<file path="src/rtl/delay_line_pkg.sv">
// Types and defaults shared by the delay-line stages (edge detector, echo timer, top level).
package delay_line_pkg;

  localparam int unsigned CTR_WIDTH_DEFAULT = 16;

  typedef enum logic [1:0] {
    IDLE   = 2'd0,
    TX     = 2'd1,
    LISTEN = 2'd2,
    DONE   = 2'd3
  } state_t;

endpackage

</file>
<file path="src/rtl/echo_accum.sv">
// Round-trip sample accumulator: sums 2**AVG_LOG2 samples and presents their truncated mean.
module echo_accum
  import delay_line_pkg::*;
#(
  parameter int unsigned CTR_WIDTH = CTR_WIDTH_DEFAULT,
  parameter int unsigned AVG_LOG2  = 2
) (
  input  logic                 clk,
  input  logic                 rst,
  input  logic                 clear,
  input  logic                 add,
  input  logic [CTR_WIDTH-1:0] sample,
  output logic                 last,
  output logic [CTR_WIDTH-1:0] mean
);

  localparam int unsigned ACC_W = CTR_WIDTH + AVG_LOG2;
  localparam int unsigned N_W   = AVG_LOG2 + 1;

  logic [ACC_W-1:0] acc;
  logic [N_W-1:0]   n;

  always_ff @(posedge clk) begin
    if (rst || clear) begin
      acc <= '0;
      n   <= '0;
    end else if (add) begin
      acc <= acc + ACC_W'(sample);
      n   <= n + N_W'(1);
    end
  end

  // The sample being added now completes the batch when n is one short of the full count.
  assign last = (n == N_W'((1 << AVG_LOG2) - 1));
  assign mean = CTR_WIDTH'(acc >> AVG_LOG2);

endmodule

</file>
<file path="src/rtl/echo_timer.sv">
// Round-trip timer: pulses the delay line, counts cycles to the returning echo, averages the trips.
module echo_timer
  import delay_line_pkg::*;
#(
  parameter int unsigned CTR_WIDTH = CTR_WIDTH_DEFAULT,
  parameter int unsigned TIMEOUT   = 50000,
  parameter int unsigned BLANK     = 20,
  parameter int unsigned AVG_LOG2  = 2
) (
  input  logic                 clk,
  input  logic                 rst,
  input  logic                 start,
  input  logic                 edge_in,
  output logic                 tx_pulse,
  output logic                 busy,
  output logic [CTR_WIDTH-1:0] result,
  output logic                 result_valid,
  output logic                 timeout_err
);

  state_t               state, state_nxt;
  logic [CTR_WIDTH-1:0] cnt;
  logic [CTR_WIDTH-1:0] mean;
  logic                 accept;
  logic                 last;
  logic                 at_timeout;
  logic                 clear;

  // Echoes inside the blanking window are transmit crosstalk or detector re-arm noise.
  assign accept     = (state == LISTEN) && edge_in && (cnt > CTR_WIDTH'(BLANK));
  assign at_timeout = (cnt == CTR_WIDTH'(TIMEOUT));
  assign clear      = ((state == IDLE) && start) || timeout_err;

  echo_accum #(
    .CTR_WIDTH (CTR_WIDTH),
    .AVG_LOG2  (AVG_LOG2)
  ) u_accum (
    .clk    (clk),
    .rst    (rst),
    .clear  (clear),
    .add    (accept),
    .sample (cnt),
    .last   (last),
    .mean   (mean)
  );

  always_ff @(posedge clk) begin
    if (rst) state <= IDLE;
    else     state <= state_nxt;
  end

  always_comb begin
    state_nxt = state;
    case (state)
      IDLE:    if (start) state_nxt = TX;
      TX:      state_nxt = LISTEN;
      LISTEN: begin
        if (accept)          state_nxt = last ? DONE : TX;
        else if (at_timeout) state_nxt = IDLE;
      end
      DONE:    state_nxt = IDLE;
      default: state_nxt = IDLE;
    endcase
  end

  always_comb begin
    tx_pulse    = (state == TX);
    busy        = (state != IDLE);
    timeout_err = (state == LISTEN) && at_timeout && !accept;
  end

  always_ff @(posedge clk) begin
    if (rst) begin
      cnt          <= '0;
      result       <= '0;
      result_valid <= 1'b0;
    end else begin
      result_valid <= (state == DONE);
      if (state == DONE) result <= mean;
      if (state == TX) begin
        cnt <= CTR_WIDTH'(1);
      end else if ((state == LISTEN) && !accept) begin
        cnt <= at_timeout ? '0 : cnt + CTR_WIDTH'(1);
      end
    end
  end

endmodule
</file>
<file path="config.mk">
export PLATFORM = sky130hd
export DESIGN_NAME = echo_timer
export DESIGN_NICKNAME = d
export VERILOG_FILES = /design/src/rtl/delay_line_pkg.sv /design/src/rtl/echo_accum.sv /design/src/rtl/echo_timer.sv
export SDC_FILE = /design/constraint.sdc
export NUM_CORES = 1
export LEC_CHECK = 0
export ABC_CLOCK_PERIOD_IN_PS = 6150
export CAP_MARGIN = 20
export CORE_MARGIN = 1
export CORE_UTILIZATION = 30
export CTS_CLUSTER_DIAMETER = 100
export DETAILED_ROUTE_END_ITERATION = 8
export GPL_TIMING_DRIVEN = 0
export PLACE_DENSITY = 0.57
export SETUP_SLACK_MARGIN = 0.15
export SLEW_MARGIN = 30
export SYNTH_ARGS = -nofsm -noshare
export SYNTH_HDL_FRONTEND = slang
export SYNTH_SLANG_ARGS = --single-unit
</file>
<file path="constraint.sdc">
create_clock -name clk -period 6.15 [get_ports clk]
set_input_delay 0.9225 -clock clk [delete_from_list [all_inputs] [get_ports clk]]
set_output_delay 0.9225 -clock clk [all_outputs]
set_load 0.05 [all_outputs]
</file>
# Yosys cells after proc, flatten, opt, wreduce, memory -nomap -nowiden
# Cells that the tools add are included.
[op_classes]
muxes = 8
magnitude_cmp = 1
addsub = 3
n_eq_ne = 7
n_reduce_logical = 14
[ops]
columns = ["op", "count"]
rows = [
  ["18-bit by 16-bit adder with 18-bit output", 1],
  ["16-bit by 1-bit adder with 16-bit output (second input constant)", 1],
  ["16-bit == test (second input constant)", 1],
  ["16-bit by 5-bit > comparator with 1-bit output (second input constant)", 1],
  ["16-bit two-way mux", 1],
  ["2-bit two-way mux", 4],
  ["2-bit case mux with 4 select lines", 1],
  ["1-bit logical AND", 6],
  ["2-bit == test (second input constant)", 2],
  ["2-bit nonzero test", 2],
  ["3-bit by 1-bit adder with 3-bit output (second input constant)", 1],
  ["3-bit by 2-bit == test with 1-bit output (second input constant)", 1],
  ["3-bit != test (second input constant)", 1],
  ["2-bit by 1-bit == test with 1-bit output (second input constant)", 1],
  ["2-bit logical NOT", 1],
  ["1-bit logical OR", 2],
  ["1-bit two-way mux", 2],
  ["2-bit != test (second input constant)", 1],
  ["2-bit AND reduction", 1],
  ["2-bit OR reduction", 1],
  ["1-bit logical NOT", 1],
]
[totals]
inputBits = 4
elab_cells = 40
register_bits = 56
output_inout_bits = 20

# Longest topological paths before layout
# Gate-level depths: netlist of run 1.
[logic_depth]
depth_word = 7
mapped_depth = 10
depth_no_buf = 10

# Cells and area by module
# Synthesis of run 1 repeated with hierarchy kept, for this count alone.
[unflattened]
hier_cells = 454
area_unflattened_um2 = 3619.7
[modules_own_cells]
columns = ["mod", "instances", "seq_area_each_um2", "cells_per_inst", "area_per_inst_um2"]
rows = [
  ["echo_accum", 1, 420.4, 226, 1840.5],
  ["echo_timer", 1, 700.7, 228, 1779.2],
]

# Worst setup path after synthesis of run 1
# OpenSTA, ideal clock, no wires.
[synth_timing]
path_kind = "reg2out"
from = "register cnt[10]"
to = "output port timeout_err"
path_stages_with_launch = 5
path_slack_ns = 3.189
path_buffers = 0
arrival_ns = 2.039
required_time_ns = 5.227
path_cell_list = "dfxtp_1 -> or4_4 -> nor3_4 -> a41oi_2 -> nor2_1"
[synth_via]
elab_chain_cells = 4
word_cells_on_any_way = 6
classes_between = "1 x order compare; 1 x eq/ne; 4 x reduce/logical"
[synth_rtl]
columns = ["element", "line", "rtl"]
rows = [
  ["start, declared", "echo_timer.sv:22", "logic [CTR_WIDTH-1:0] cnt;"],
  ["start signal, assigned", "echo_timer.sv:83", "cnt <= at_timeout ? '0 : cnt + CTR_WIDTH'(1);"],
  ["16-bit by 5-bit > comparator with 1-bit output", "echo_timer.sv:30", "assign accept = (state == LISTEN) && edge_in && (cnt > CTR_WIDTH'(BLANK));"],
  ["1-bit logical AND", "echo_timer.sv:30", ""],
  ["1-bit logical NOT", "echo_timer.sv:69", "timeout_err = (state == LISTEN) && at_timeout && !accept;"],
  ["1-bit logical AND (*)", "echo_timer.sv:69", ""],
  ["end, declared", "echo_timer.sv:18", "output logic timeout_err"],
]
# Mark *: on every way between the ends. The rest lies on a longest branch, timed or not.

# Final worst setup path of run 1
[layout_timing]
from = "register cnt[6]"
to = "output port timeout_err"
# The elaborated chain is that of the path after synthesis.

==> results of run 1 <==
cell usage after synthesis (all sizes together) (3+ instances only):
cell and n:
nor3 5, ha 20, xor2 11, nand3 15, inv 7, or3 3
nand2 81, a21oi 54, o21ai 22, and3 6, o21a 3, or4 3
a21o 5, nor2 40, xnor2 10, nor2b 5, nor3b 3, dfxtp 56
a211oi 5, buf 5, clkbuf 10, nand2b 7
how the worst max path moves through the flow:
stage	endpoint	startpoint	depth (start not counted)	slack [ns]
after CTS	timeout_err	cnt[10]	5	2.31
after floorplan	timeout_err	cnt[10]	4	3.19
final	timeout_err	cnt[6]	5	2.28
after detailed placement	timeout_err	edge_in	5	2.35
after global placement	timeout_err	edge_in	5	2.38
after global routing	timeout_err	cnt[10]	5	2.11
cells by family after synthesis:
logic type      synth area share, %
compound gates                 19.3
xor+xnor                       5.94
fa+ha+maj                      8.72
buf+inv                        2.87
flops                          36.2
mux                           0.323
simple gates                   26.7
sequential cells by signal, indices dropped and copies added, names as in the netlist:
register      count
result_valid      1
u_accum.n         3
u_accum.acc      18
cnt              16
result           16
state             2
stage by stage:
step | power [uW] | instance area (sq um) | util, % | setup slack, ns
after floorplan | 401 | 3100 | - | 3.19
after global placement | 416 | 3490 | 35.3 | 2.38
after detailed placement | 416 | 3490 | 35.3 | 2.35
after CTS | 635 | 3590 | 36.2 | 2.31
after global routing | 653 | 3590 | 36.2 | 2.11
final | 627 | 3590 | 36.2 | 2.28
power breakdown:
part | internal [uW] | leakage (uW) | total, uW | switching, uW
registers | 365 | 0.000451 | 368 | 3.06
clock network | 92.5 | 0.0000516 | 220 | 127
logic | 12.2 | 0.000847 | 39.7 | 27.5
routing by layer:
layer | GRT usage [%] | up-vias | share of wire [%]
met5 | 0 | - | 0
met3 | 2.71 | 9 | 3.3
met4 | 5.07 | 0 | 1.6
met2 | 25.4 | 51 | 45
met1 | 19.9 | 1268 | 50
li1 | - | 1458 | -
area by class of cell:
cell class	count	area, sq um
fillers	1072	6320
multi-input cells	323	1890
flip-flops and latches	56	1120
repair buffers	23	230
well taps	133	166
clock buffers	6	82.6
plain buffers	15	62.6
inverters	7	26.3
clock inverters	2	13.8
critical path, stage by stage (launching register included):
cell and delay, ns:
dfxtp_1 0.42, or4_1 0.54, nor2_1 0.24, a41oi_2 0.27
nor2_1 0.29, clkdlybuf4s50_1 0.85
==> metrics.txt, run 1 <==
Post-DP HPWL=5900 microns; cell taking the most area after synthesis=dfxtp_1; Hold WS=0.458 ns; final period utilization=between 60% and 70%; Clk Latency, worst-skew pair=0.32 ns; largest net degree at the start of global routing=18; overall die height=104 microns; layout cells sized above 1=around 5.3%; FF+latch count, synth=56; clock skew=0.0146 ns; Tmin final=just under 4 ns; main flop type after synthesis=dfxtp_1; R2R Path Start=cnt[0]; Worst Path Max Fanout=8; Setup crit end kind=output port; DRT Wirelength=between 7000 and 8000 microns; PostCTS Resize Cnt=0; routed vias/inst=4.93; final std cells w/o fill=about 570; Die ar.=~0.011 sq mm; Static Leak=0.00135 uW; clk sinks=56; sink of the worst hold path=result[7]; first-pass GRT wire length=around 13000 microns; vias in the first global route=about 2.7k; Final Max Slew Viols=0; Clock Pin Slew Worst Setup and Hold Paths=between 0.1 and 0.15 ns; syn_nets=roughly 430; TritonCTS buffer count=5; Arrival @ worst endpoint=around 3 ns; hold_sp=result[7]; unique cell type count in the Yosys netlist=46; Crit Path Category=reg -> out; Synth warnings=0; ANT cells=0; via count=roughly 2.8k; Core Rows=36; depth of the CTS H-tree=2; top post-synthesis cells by area=dfxtp_1, nand2_1, a21oi_1; Worst R2R End=u_accum.acc[16]; Die X=about 100 microns; P per Cell Area=~170 mW/mm^2; core area=between 0.009 and 0.01 sq mm; setup bufs post-CTS=0; Reg2Reg Setup Slack=approximately 3.4 ns; Initial Util=a little under a third; CTS tree=yes; Slew HR=48.4%; count of final setup violators=0; Fin Setup TNS=0 ns; CP startpoint kind=flip-flop; Synth async-reset ratio=0%; worst hold path class=reg -> reg; fmax=approximately 260 MHz; cell depth of the worst hold path=2; WL per Instance=approximately 14 microns; Peak VDD IR=0.107 mV; worst-case clock buffer depth=2; Total GRT Usage=approximately 15%; Maximum Capacitance Violations=0; grt ovf=0; Post-route DRC=0; initial antenna violation count=0; 1st-iter DRT viols=~110; Detailed Routing Iterations Pass 1=8; WP data required=roughly 5.2 ns; FF-to-FF path depth=10; Mapped Cells=~400; Seq/Total Area, Yosys=36.2%; unrepaired setup endpoints after global routing=false; DP Cell Count=557; Final Hold Fails=0; Ports=24; Cell Area, Synth=about 0.0031 sq mm; most frequent cells in the layout=nand2_1, dfxtp_1, a21oi_1; DRT antenna net count=0; port bufs=23; status=finished clean; nets=between 400 and 500; Post-Syn Area per Cell=about 7.7 sq um; most common cell after layout, fill and taps aside=nand2_1; share of the synthesized area in the top cell type=a little over a third; Clock Tree Root=clkbuf_8; Final Wtd Congestion=approximately 0.9; hold_buf cts=0; Layout area overhead=15.9%; number of synthesized flops with an enable pin=0; Worst Tran Pin Value=0.771 ns
Power figures use the tool's default switching activity.
==> inputs of run 2 (changes only) <==
- ABC_CLOCK_PERIOD_IN_PS: 6150 -> 3850
- clock period: 6.15 -> 3.85 ns (I/O delays scaled with it)
==> results of run 2 <==
Same layout as run 1 (identical final DEF). Status: finished clean.
Among the figures that moved: setup slack after placement 2.35 ns -> 0.733 ns; setup slack after layout 2.28 ns -> 0.325 ns; register-to-register setup slack 3.41 ns -> 1.11 ns; total power 627 uW -> 1000 uW; worst IR drop on VDD 0.107 mV -> 0.170 mV
==> inputs of run 3 (changes only) <==
--- a/constraint.sdc
+++ b/constraint.sdc
@@ -3,2 +3,2 @@
 set_output_delay 0.5775 -clock clk [all_outputs]
-set_load 0.05 [all_outputs]
+set_load 0.005 [all_outputs]
==> results of run 3 <==
Same layout as run 1 (identical final DEF). Status: finished clean.
Among the figures that moved: setup slack after placement 2.35 ns -> 1.04 ns; setup slack after layout 2.28 ns -> 0.628 ns; register-to-register setup slack 3.41 ns -> 1.11 ns; total power 627 uW -> 994 uW; worst IR drop on VDD 0.107 mV -> 0.168 mV
